File: src/rtl/game_flow_ctrl.sv
// Game-level screen sequencer: START -> GAME -> PLAYER_1/PLAYER_2 -> START, with a clear pulse when a round begins.
// Optional pause toggle compiled in with GAME_FLOW_PAUSE_EN.
module game_flow_ctrl #(
  parameter int unsigned WIN_POINTS      = 10,
  parameter int unsigned WIN_HOLD_FRAMES = 300,
  parameter int unsigned SYNC_STAGES     = 2
) (
  input  logic       clk,
  input  logic       rst,
  input  logic       btn_start,
  input  logic       vblnk,
  input  logic [4:0] points_p1,
  input  logic [4:0] points_p2,
  output logic [1:0] screen,
  output logic       game_clr,
  output logic       round_active,
  output logic       paused
);

  typedef enum logic [1:0] {
    ST_START = 2'b00,
    ST_GAME  = 2'b01,
    ST_P1    = 2'b10,
    ST_P2    = 2'b11
  } state_t;

  localparam int unsigned     CNT_W     = $clog2(WIN_HOLD_FRAMES + 1);
  localparam logic [4:0]      WIN_P     = 5'(WIN_POINTS);
  localparam logic [CNT_W-1:0] HOLD_LAST = CNT_W'(WIN_HOLD_FRAMES - 1);

  logic [SYNC_STAGES-1:0] r_sync;
  logic                   r_btn_q;
  logic                   r_start_pulse;
  logic                   r_vblnk_q;
  state_t                 r_state;
  state_t                 w_state_nxt;
  logic [CNT_W-1:0]       r_frame_cnt;
  logic [CNT_W-1:0]       w_frame_cnt_nxt;
  logic                   r_game_clr;
  logic                   w_game_clr_nxt;
  logic                   r_paused;
  logic                   w_paused_nxt;
  logic                   r_round_active;
  logic                   w_round_active_nxt;
  logic                   w_start_rise;
  logic                   w_frame_tick;
  logic                   w_p1_win;
  logic                   w_p2_win;

  assign w_start_rise = r_sync[SYNC_STAGES-1] & ~r_btn_q;
  assign w_frame_tick = vblnk & ~r_vblnk_q;
  assign w_p1_win     = (points_p1 >= WIN_P);
  assign w_p2_win     = (points_p2 >= WIN_P);

  // Button synchronizer and edge detector; the pulse is registered so it is glitch-free.
  always_ff @(posedge clk or negedge rst) begin
    if (!rst) begin
      r_sync        <= '0;
      r_btn_q       <= 1'b0;
      r_start_pulse <= 1'b0;
      r_vblnk_q     <= 1'b0;
    end else begin
      r_sync        <= {r_sync[SYNC_STAGES-2:0], btn_start};
      r_btn_q       <= r_sync[SYNC_STAGES-1];
      r_start_pulse <= w_start_rise;
      r_vblnk_q     <= vblnk;
    end
  end

  always_ff @(posedge clk or negedge rst) begin
    if (!rst) begin
      r_state        <= ST_START;
      r_frame_cnt    <= '0;
      r_game_clr     <= 1'b0;
      r_paused       <= 1'b0;
      r_round_active <= 1'b0;
    end else begin
      r_state        <= w_state_nxt;
      r_frame_cnt    <= w_frame_cnt_nxt;
      r_game_clr     <= w_game_clr_nxt;
      r_paused       <= w_paused_nxt;
      r_round_active <= w_round_active_nxt;
    end
  end

  always_comb begin
    w_state_nxt     = r_state;
    w_frame_cnt_nxt = '0;
    w_game_clr_nxt  = 1'b0;
    w_paused_nxt    = 1'b0;
    case (r_state)
      ST_START: begin
        if (r_start_pulse) begin
          w_state_nxt    = ST_GAME;
          w_game_clr_nxt = 1'b1;
        end
      end
      ST_GAME: begin
`ifdef GAME_FLOW_PAUSE_EN
        w_paused_nxt = r_paused;
        if (r_start_pulse) begin
          w_paused_nxt = ~r_paused;
        end else if (!r_paused) begin
          if (w_p1_win)      w_state_nxt = ST_P1;
          else if (w_p2_win) w_state_nxt = ST_P2;
        end
`else
        // Player 1 is checked first so a simultaneous win goes to player 1.
        if (w_p1_win)      w_state_nxt = ST_P1;
        else if (w_p2_win) w_state_nxt = ST_P2;
`endif
      end
      ST_P1, ST_P2: begin
        w_frame_cnt_nxt = r_frame_cnt;
        if (r_start_pulse) begin
          w_state_nxt     = ST_START;
          w_frame_cnt_nxt = '0;
        end else if (w_frame_tick) begin
          if (r_frame_cnt == HOLD_LAST) begin
            w_state_nxt     = ST_START;
            w_frame_cnt_nxt = '0;
          end else begin
            w_frame_cnt_nxt = r_frame_cnt + CNT_W'(1);
          end
        end
      end
      default: w_state_nxt = ST_START;
    endcase
    w_round_active_nxt = (w_state_nxt == ST_GAME) && !w_paused_nxt;
  end

  assign screen       = r_state;
  assign game_clr     = r_game_clr;
  assign round_active = r_round_active;
  assign paused       = r_paused;

endmodule

File: config.mk
export PLATFORM = sky130hd
export DESIGN_NAME = game_flow_ctrl
export DESIGN_NICKNAME = d
export VERILOG_FILES = /design/src/rtl/game_flow_ctrl.sv
export SDC_FILE = /design/constraint.sdc
export NUM_CORES = 1
export LEC_CHECK = 0
export BUFFER_PORTS_ARGS = -buffer_cell sky130_fd_sc_hd__buf_2
export CAP_MARGIN = 20
export CORE_ASPECT_RATIO = 0.9
export CORE_UTILIZATION = 35
export DETAILED_ROUTE_END_ITERATION = 10
export SLEW_MARGIN = 10
export SYNTH_ARGS = -nofsm -noshare
export SYNTH_HDL_FRONTEND = slang
export SYNTH_SLANG_ARGS = --single-unit
File: constraint.sdc
create_clock -name clk -period 1.38 [get_ports clk]
set_input_delay 0 -clock clk [delete_from_list [all_inputs] [get_ports clk]]
set_output_delay 0 -clock clk [all_outputs]
set_load 0.02 [all_outputs]
==> reports/metrics.cfg, run 1 <==
[layout]
layout_commonest_cell = dfrtp_1
post-route-cell-area_um2 = 1090
synthToLayoutAreaGrowth_pct = 31.7
drive_gt1_frac = 0.351
nets = 127
filler_cell_count = 212
final_cell_mix = dfrtp_1, buf_2, buf_4
fin_cells = 138
antenna_cells = 0

[route]
drt_pre_antenna_iters = 4
drc = 0
via_per_inst = 4.79
wl_um = 1560
wl_per_cell_um = 11.3
vias = 661
ant_nets = 0
drtIter0Drc = 9

[job]
maxCapViolCount = 0

[floorplan]
fp.dieH_um = 48.2
initial_core_util = 0.377
core_area_um2 = 2200
rows = 16
die_area_um2 = 2570
ioPinCount = 19
die_w_um = 53.3

[sta]
tns_ns = -0.0449
fin_ws_ns = -0.0449
finalHoldViolCount = 0
period_needed_ns = 1.42
fmax_mhz = 702
setup_viol = 1
slew_viol_final = 0
timing.final.crit_share = 1.03
skew_ns = 0.000829
rsz0062_at_grt = true

[power]
power.density_nw_per_um2 = 1160
totalPowerFinal_w = 0.00127
leakage_nw = 0.516
irDropWorstVdd_v = 0.000556

[synth]
syn_inst = 78
syn-num-nets = 93
synth-seq-area-share = 0.543
yosys_warnings = 0
syn_avg_cell_area_um2 = 10.6
synth_edf_count = 0
async_reset_ff_frac = 1.00
ys_ff_latch = 18
ys.flop_type = dfrtp_1
ys_types = 33
syn_area_um2 = 830

[clock_tree]
cts.clk_slew.worst_paths_ns = 0.09
cts-root-buf = clkbuf_4
clockBufferDepth = 2
numCtsBuffers = 3
cts.sinks = 18
htreeDepth = 1
cts_tree = done
insertion_delay_ns = 0.29

[setup_path]
worst_ep_required_time_ns = 1.60
crit_path_end_kind = flip-flop
start_kind = flip-flop
crit_arrival_ns = 1.65
setup.worst_path.class = flip-flop to flip-flop
path_max_fanout = 4

[place]
hpwlAfterDp_um = 1200
dp.cells = 130
port-buffer-count = 15
gp_congestion = 0.813
placed_area_um2 = 1020
place_ws_ns = -0.0202

[hold_path]
hold_class = primary input to flip-flop

[grt]
grt_max_degree = 19
overflow = 0
grtUsageTotal = 0.150
antenna_found_initial = 0
grt_pass1_vias = 573
grt_pass1_wl_um = 2590

[status]
outcome = finished, violations left
violations = negative setup slack

==> metal layers <==
layer  part of all wire  GRT usage
met5                  0          0
met2               0.48      0.228
met1               0.47      0.189
met3              0.038     0.0654
met4              0.012     0.0632
==> registers in the layout, summed over array words and instances (netlist names) <==
signal,cells
r_btn_q,1
r_sync,2
r_vblnk_q,1
screen,2
round_active,1
r_frame_cnt,9
game_clr,1
r_start_pulse,1
==> through the flow <==
stage	util	hold slack, ns
2_1_floorplan	-	-0.296
3_3_place_gp	0.461	-0.0484
3_5_place_dp	0.461	-0.0488
4_1_cts	0.491	0.0638
5_1_grt	0.496	0.0705
6_report	0.496	0.0734
==> cells in the mapped netlist, drive strengths merged, types with 2 or more instances <==
| master | number | area, um2 |
|---|---|---|
| a211oi | 2 | 20.0 |
| a21oi | 4 | 20.0 |
| and4bb | 2 | 25.0 |
| dfrtp | 18 | 450 |
| inv | 2 | 7.51 |
| nand2 | 5 | 18.8 |
| nand3 | 3 | 15.0 |
| nor2 | 9 | 33.8 |
| nor2b | 2 | 12.5 |
| nor3 | 2 | 10.0 |
| o2111ai | 2 | 17.5 |
| o21a | 2 | 15.0 |
| o21ai | 4 | 20.0 |
| xnor2 | 3 | 26.3 |
| xor2 | 3 | 26.3 |
==> cell type report <==
type	count	area, um2	share of cell area
multi-input combinational	57	369	0.338
timing repair buffer	30	195	0.179
inverter	2	7.51	0.00687
clock buffer	4	36.3	0.0332
tap	27	33.8	0.0309
sequential	18	450	0.412
==> critical path: stages, from the launching register on <==
cell and delay [ns]:
dfrtp_1 0.40, ha_2 0.19, and4bb_1 0.20, a211oi_2 0.28
o21ai_1 0.11, a31oi_1 0.17
==> logic make-up after synthesis <==
| group | after synthesis | share of synthesized area |
|---|---|---|
| simple gates | 31 | 0.207 |
| compound gates | 18 | 0.149 |
| flops | 18 | 0.543 |
| xor+xnor | 6 | 0.0634 |
| buf+inv | 3 | 0.0181 |
| fa+ha+maj | 1 | 0.0151 |
| other cells | 1 | 0.00452 |
==> worst paths after layout <==
path / endpoint / depth (start not counted) / startpoint / slack (ns)
setup / recovery: r_frame_cnt[7] / 5 / r_frame_cnt[0] / -0.04
hold / removal: screen[0] / 4 / points_p1[4] / 0.07
setup reg to reg: r_frame_cnt[7] / 5 / r_frame_cnt[0] / -0.04
hold reg to reg: r_sync[1] / 0 / r_sync[0] / 0.37
max in group asynchronous: r_frame_cnt[4] / 2 / rst / 0.95
min in group asynchronous: r_frame_cnt[7] / 2 / rst / 0.15
==> report_power, final <==
group / internal, W / switching (W) / leakage [nW]
Combinational: 0.000142 / 0.000208 / 0.258
Sequential: 0.000576 / 0.0000293 / 0.237
Clock: 0.000161 / 0.000155 / 0.0210
==> what timing repair did <==
item / in CTS / in global routing
gates resized for setup: 0 / 2
hold endpoints to repair: 20 / 0
setup endpoints to repair: 1 / 7
hold buffers: 3 / 0
buffers inserted: 0 / 1
pin swaps: 0 / 1
Power figures use the tool's default switching activity.
==> run 2: changes to the inputs <==
--- a/config.mk
+++ b/config.mk
@@ -5,7 +5,7 @@
 export SDC_FILE = /design/constraint.sdc
 export NUM_CORES = 1
 export LEC_CHECK = 0
-export BUFFER_PORTS_ARGS = -buffer_cell sky130_fd_sc_hd__buf_2
+export BUFFER_PORTS_ARGS = -buffer_cell sky130_fd_sc_hd__buf_4
 export CAP_MARGIN = 20
 export CORE_ASPECT_RATIO = 0.9
 export CORE_UTILIZATION = 35
==> run 2 against run 1 <==
The run still ends with negative setup slack left. Register-to-register slack better by 0.03 ns. Global-route usage grew 0.82 points. Critical path depth unchanged. Clock power decreased by 19%. Non-clock buffer count down 2. Combinational power is 10% higher. Routed wire length increased by 6.5%. Worst hold slack got worse by 0.0037 ns. Count of clock-buffer cells in the layout shrank 1.
==> reports/metrics.cfg, run 2 (synthesis results as in run 1) <==
[sta]
slew_viol_final = 0  ; unchanged
setup_viol = 1  ; unchanged
tns_ns = -0.0163  ; was -0.0449 ns
timing.final.crit_share = 1.01  ; was 1.03
fmax_mhz = 716  ; was 702 MHz
finalHoldViolCount = 0  ; unchanged
skew_ns = 0.00689  ; was 0.000829 ns
rsz0062_at_grt = true  ; unchanged
fin_ws_ns = -0.0163  ; was -0.0449 ns
period_needed_ns = 1.40  ; was 1.42 ns

[place]
placed_area_um2 = 1050  ; was 1020 um2
port-buffer-count = 15  ; unchanged
hpwlAfterDp_um = 1280  ; was 1200 um
place_ws_ns = -0.00486  ; was -0.0202 ns
gp_congestion = 0.834  ; was 0.813

[setup_path]
rr_endpoint = r_frame_cnt[7]  ; unchanged
cpPeakStageDelay_ns = 0.40  ; about the same
crit_path_start = r_frame_cnt[0]  ; unchanged
reg2reg_slack_ns = -0.02  ; was -0.04 ns
worstPathCellList = ha_2 -> and4bb_1 -> a211oi_4 -> o21ai_1 -> a31oi_1  ; was ha_2 -> and4bb_1 -> a211oi_2 -> o21ai_1 -> a31oi_1
worstSetupEndpoint = r_frame_cnt[7]  ; unchanged
worst_ep_required_time_ns = 1.60  ; about the same
crit_arrival_ns = 1.62  ; was 1.65 ns
start_kind = flip-flop  ; unchanged
reg2reg_from = r_frame_cnt[0]  ; unchanged
reg2regPathDepth = 5  ; unchanged
setup.worst_path.class = flip-flop to flip-flop  ; unchanged
path_max_fanout = 4  ; unchanged
crit_path_end_kind = flip-flop  ; unchanged
slowest_stage = dfrtp_1  ; unchanged

[route]
via_per_inst = 4.93  ; was 4.79
drc = 0  ; unchanged
drt_pre_antenna_iters = 4  ; unchanged
drtIter0Drc = 12  ; was 9
ant_nets = 0  ; unchanged
wl_um = 1660  ; was 1560 um
wl_per_cell_um = 12.3  ; was 11.3 um
vias = 666  ; was 661

[grt]
overflow = 0  ; unchanged
antenna_found_initial = 0  ; unchanged
grt_max_degree = 19  ; unchanged
grt_pass1_vias = 637  ; was 573
grt_pass1_wl_um = 2750  ; was 2590 um
grtUsageTotal = 0.158  ; was 0.150

[clock_tree]
cts.clk_slew.worst_paths_ns = 0.10  ; was 0.09 ns
cts_setup_buffers = 0  ; unchanged
cts_tree = done  ; unchanged
clockBufferDepth = 2  ; unchanged
insertion_delay_ns = 0.29  ; about the same
cts-root-buf = clkbuf_4  ; unchanged
numCtsBuffers = 3  ; unchanged
htreeDepth = 1  ; unchanged
cts.sinks = 18  ; unchanged

[hold_path]
hold_class = primary input to flip-flop  ; unchanged
hp-start = points_p1[4]  ; unchanged

[layout]
postLayoutCoreUtil = 0.506  ; was 0.496
post-route-cell-area_um2 = 1110  ; was 1090 um2
drive_gt1_frac = 0.343  ; was 0.351
largest_reg_flops = 9  ; unchanged
regMostFlops = r_frame_cnt  ; unchanged
nets = 125  ; was 127
antenna_cells = 0  ; unchanged
layout_commonest_cell = buf_4  ; was dfrtp_1
final_cell_mix = buf_4, dfrtp_1, nor2_1  ; was dfrtp_1, buf_2, buf_4
synthToLayoutAreaGrowth_pct = 34.2  ; was 31.7%

[floorplan]
initial_core_util = 0.377  ; unchanged
rows = 16  ; unchanged
die_w_um = 53.3  ; unchanged
die_area_um2 = 2570  ; unchanged
core_area_um2 = 2200  ; unchanged
ioPinCount = 19  ; unchanged
fp.dieH_um = 48.2  ; unchanged

[status]
outcome = finished, violations left  ; unchanged
violations = negative setup slack  ; unchanged

[power]
leakage_nw = 0.509  ; was 0.516 nW
power.density_nw_per_um2 = 1120  ; was 1160 nW/um2
irDropWorstVdd_v = 0.000679  ; was 0.000556 V

[job]
maxCapViolCount = 0  ; unchanged

==> run 2: changes by cell type in the layout (fill, tap and decap cells not counted) <==
cell,before,now
a211oi_1,1,0
buf_2,15,0
buf_4,12,25
clkbuf_8,1,0
o21ai_0,2,3
o21ai_1,2,1
a211oi_4,0,1
==> run 2: timing repair <==
action,4_1_cts,5_1_grt
endpoints found under the hold margin,20,0
pin swaps,0,0
setup endpoints to repair,1,11
gates resized for setup,0,3
hold buffers,3,0
==> run 2: critical path, delay by kind of cell, from the launching register on <==
| family | cells | cell delay, ns |
|---|---|---|
| compound gates | 3 | 0.52 |
| fa+ha+maj | 1 | 0.19 |
| flops | 1 | 0.40 |
| simple gates | 1 | 0.22 |
==> run 2: final cells by class <==
cell class	count	area [um2]
Fill cell	213	1090
Sequential cell	18	450
Multi-Input combinational cell	57	382
Timing Repair Buffer	28	218
Tap cell	27	33.8
Clock buffer	3	22.5
Inverter	2	7.51
==> run 2: worst min-delay path by stage <==
stage	end	slack, ns	cells after the start
5_1_grt	screen[0]	0.09	4
2_1_floorplan	game_clr	-0.30	0
3_3_place_gp	r_frame_cnt[8]	-0.12	1
3_5_place_dp	r_frame_cnt[8]	-0.12	1
4_1_cts	screen[0]	0.06	4
6_report	screen[0]	0.07	4
==> run 2: per-stage QoR <==
step | hold WS (ns) | power, W | cells
after floorplan | -0.296 | 0.000823 | 78
after global placement | -0.120 | 0.000981 | 129
after detailed placement | -0.121 | 0.000990 | 129
after CTS | 0.0570 | 0.00125 | 135
after global routing | 0.0935 | 0.00133 | 135
final | 0.0697 | 0.00125 | 135
==> run 2: where the power goes <==
group	switching [W]	internal (W)	total, W
logic	0.000217	0.000168	0.000385
registers	0.0000312	0.000577	0.000608
clock network	0.000155	0.000101	0.000257
==> run 2: metal layers <==
layer	GRT usage	wire [um]
met3	0.0405	34
met2	0.245	772
met5	0	0
met4	0.0947	35
met1	0.203	815
==> run 3: changes to the inputs <==
--- a/config.mk
+++ b/config.mk
@@ -8,8 +8,9 @@
 export BUFFER_PORTS_ARGS = -buffer_cell sky130_fd_sc_hd__buf_4
 export CAP_MARGIN = 20
 export CORE_ASPECT_RATIO = 0.9
-export CORE_UTILIZATION = 35
+export CORE_UTILIZATION = 46
 export DETAILED_ROUTE_END_ITERATION = 10
+export PLACE_DENSITY = 0.72
 export SLEW_MARGIN = 10
 export SYNTH_ARGS = -nofsm -noshare
 export SYNTH_HDL_FRONTEND = slang
==> run 3 against run 2 <==
The run now ends clean. Largest cell class unchanged. Via count is 0.90% lower. Power grew 5.6%. First-iteration DRC count decreased by 100%. Clock skew is 0.0034 ns lower. Worst hold slack worse by 0.020 ns. Critical endpoint unchanged. Flip-flop and latch count is the same. Register-to-register slack improved by 0.03 ns. Global-route usage rose by 4.3 points.
==> reports/metrics.cfg, run 3 (synthesis results as in run 1) <==
[layout]
drive_gt1_frac = 0.355  ; was 0.343
final_cell_mix = buf_4, dfrtp_1, nor2_1  ; unchanged
antenna_cells = 0  ; unchanged
largest_reg_flops = 9  ; unchanged
layout_commonest_cell = buf_4  ; unchanged
seq_area_um2 = 450  ; unchanged
multiInputGateArea_um2 = 382  ; unchanged
nets = 126  ; was 125
postLayoutCoreUtil = 0.673  ; was 0.506
synthToLayoutAreaGrowth_pct = 36.3  ; was 34.2%
regMostFlops = r_frame_cnt  ; unchanged
filler_cell_count = 134  ; was 213

[setup_path]
crit_path_end_kind = flip-flop  ; unchanged
worst_ep_required_time_ns = 1.61  ; was 1.60 ns
reg2reg_slack_ns = 0.01  ; was -0.02 ns
worstSetupEndpoint = r_frame_cnt[7]  ; unchanged
rr_endpoint = r_frame_cnt[7]  ; unchanged
slowest_stage = dfrtp_1  ; unchanged
worstPathCellList = ha_2 -> and4bb_1 -> a211oi_4 -> a21oi_1 -> a31oi_1  ; was ha_2 -> and4bb_1 -> a211oi_4 -> o21ai_1 -> a31oi_1
crit_arrival_ns = 1.59  ; was 1.62 ns
cpPeakStageDelay_ns = 0.40  ; about the same
setup.worst_path.class = flip-flop to flip-flop  ; unchanged
crit_path_start = r_frame_cnt[1]  ; was r_frame_cnt[0]
reg2reg_from = r_frame_cnt[1]  ; was r_frame_cnt[0]
path_max_fanout = 4  ; unchanged
reg2regPathDepth = 5  ; unchanged
start_kind = flip-flop  ; unchanged

[place]
port-buffer-count = 15  ; unchanged
hpwlAfterDp_um = 1210  ; was 1280 um
place_ws_ns = -0.0244  ; was -0.00486 ns
gp_congestion = 0.778  ; was 0.834

[grt]
antenna_found_initial = 0  ; unchanged
grt_pass1_wl_um = 2880  ; was 2750 um
overflow = 0  ; unchanged
grt_max_degree = 19  ; unchanged
grt_pass1_vias = 716  ; was 637
grtUsageTotal = 0.202  ; was 0.158

[sta]
slew_viol_final = 0  ; unchanged
fmax_mhz = 731  ; was 716 MHz
skew_ns = 0.00348  ; was 0.00689 ns
tns_ns = 0  ; was -0.0163 ns
rsz0062_at_grt = true  ; unchanged
period_needed_ns = 1.37  ; was 1.40 ns
setup_viol = 0  ; was 1
finalHoldViolCount = 0  ; unchanged
timing.final.crit_share = 0.991  ; was 1.01
fin_ws_ns = 0.0125  ; was -0.0163 ns
holdWs_ns = 0.0495  ; was 0.0697 ns

[clock_tree]
cts_tree = done  ; unchanged
cts-root-buf = clkbuf_4  ; unchanged
insertion_delay_ns = 0.29  ; about the same
numCtsBuffers = 3  ; unchanged
htreeDepth = 1  ; unchanged
cts.clk_slew.worst_paths_ns = 0.11  ; was 0.10 ns
clockBufferDepth = 2  ; unchanged
cts.sinks = 18  ; unchanged

[route]
drt_pre_antenna_iters = 1  ; was 4
via_per_inst = 4.93  ; about the same
drtIter0Drc = 0  ; was 12
wl_um = 1620  ; was 1660 um
vias = 660  ; was 666
drc = 0  ; unchanged
ant_nets = 0  ; unchanged
wl_per_cell_um = 12.1  ; was 12.3 um

[power]
power.density_nw_per_um2 = 1170  ; was 1120 nW/um2
clkPwrFrac = 0.250  ; was 0.205
irDropWorstVdd_v = 0.00104  ; was 0.000679 V
p_sw_frac = 0.314  ; was 0.323
p_seq_frac = 0.461  ; was 0.487
p_sw_w = 0.000414  ; was 0.000403 W
p_int_w = 0.000905  ; was 0.000846 W
leakage_nw = 0.523  ; was 0.509 nW
comb_power_share = 0.289  ; was 0.308

[hold_path]
hold_class = primary input to flip-flop  ; unchanged

[floorplan]
die_area_um2 = 1980  ; was 2570 um2
ioPinCount = 19  ; unchanged
initial_core_util = 0.493  ; was 0.377
core_area_um2 = 1680  ; was 2200 um2
fp.dieH_um = 42.3  ; was 48.2 um
rows = 14  ; was 16
die_w_um = 46.8  ; was 53.3 um

[status]
outcome = complete, no violations  ; was finished, violations left

[job]
maxCapViolCount = 0  ; unchanged

[run 3: worst min-delay path by stage]
stage            startpoint            to  cells after the start
6_report       points_p1[4]     screen[0]                      4
5_1_grt        points_p1[4]     screen[0]                      4
4_1_cts        points_p1[4]     screen[0]                      4
3_5_place_dp            rst  round_active                      1
3_3_place_gp            rst  round_active                      1
2_1_floorplan           rst      game_clr                      0
[run 3: timing repair]
item	CTS	global route
resized for setup	0	4
setup buffers	1	0
hold buffers	3	0
pin swaps	4	2
endpoints found under the setup margin	1	11
hold endpoints to repair	20	0
[run 3: power by group through the flow]
stage	combinational (W)	clock, W	sequential (W)
floorplan	0.000151	0	0.000672
global placement	0.000359	0	0.000619
detailed placement	0.000365	0	0.000620
CTS	0.000372	0.000331	0.000609
global route	0.000424	0.000352	0.000617
finish	0.000381	0.000329	0.000608
[run 3: through the flow]
step	power (W)	cells	instance area (um2)
global route	0.00139	134	1130
global placement	0.000978	126	1040
CTS	0.00131	134	1120
detailed placement	0.000985	126	1040
finish	0.00132	134	1130
floorplan	0.000823	78	832
[run 3: worst max-delay path: cells and delay by family, from the launching register on]
kind / cells / cell delay (ns)
flip-flops: 1 / 0.40
adder cells (fa/ha/maj): 1 / 0.18
AND/OR/NAND/NOR: 1 / 0.22
AO/OA/AOI/OAI: 3 / 0.50
[run 3: routing by layer]
layer  global-route usage  part of all wire
met5                    0                 0
met4               0.0514             0.011
met3               0.0517             0.028
met2                0.328              0.49
met1                0.263              0.47
[run 3: layout make-up]
type / instances / area share
sequential: 18 / 0.398
multi-input combinational: 57 / 0.337
timing repair buffer: 29 / 0.199
clock buffer: 4 / 0.0321
tap: 24 / 0.0265
inverter: 2 / 0.00664
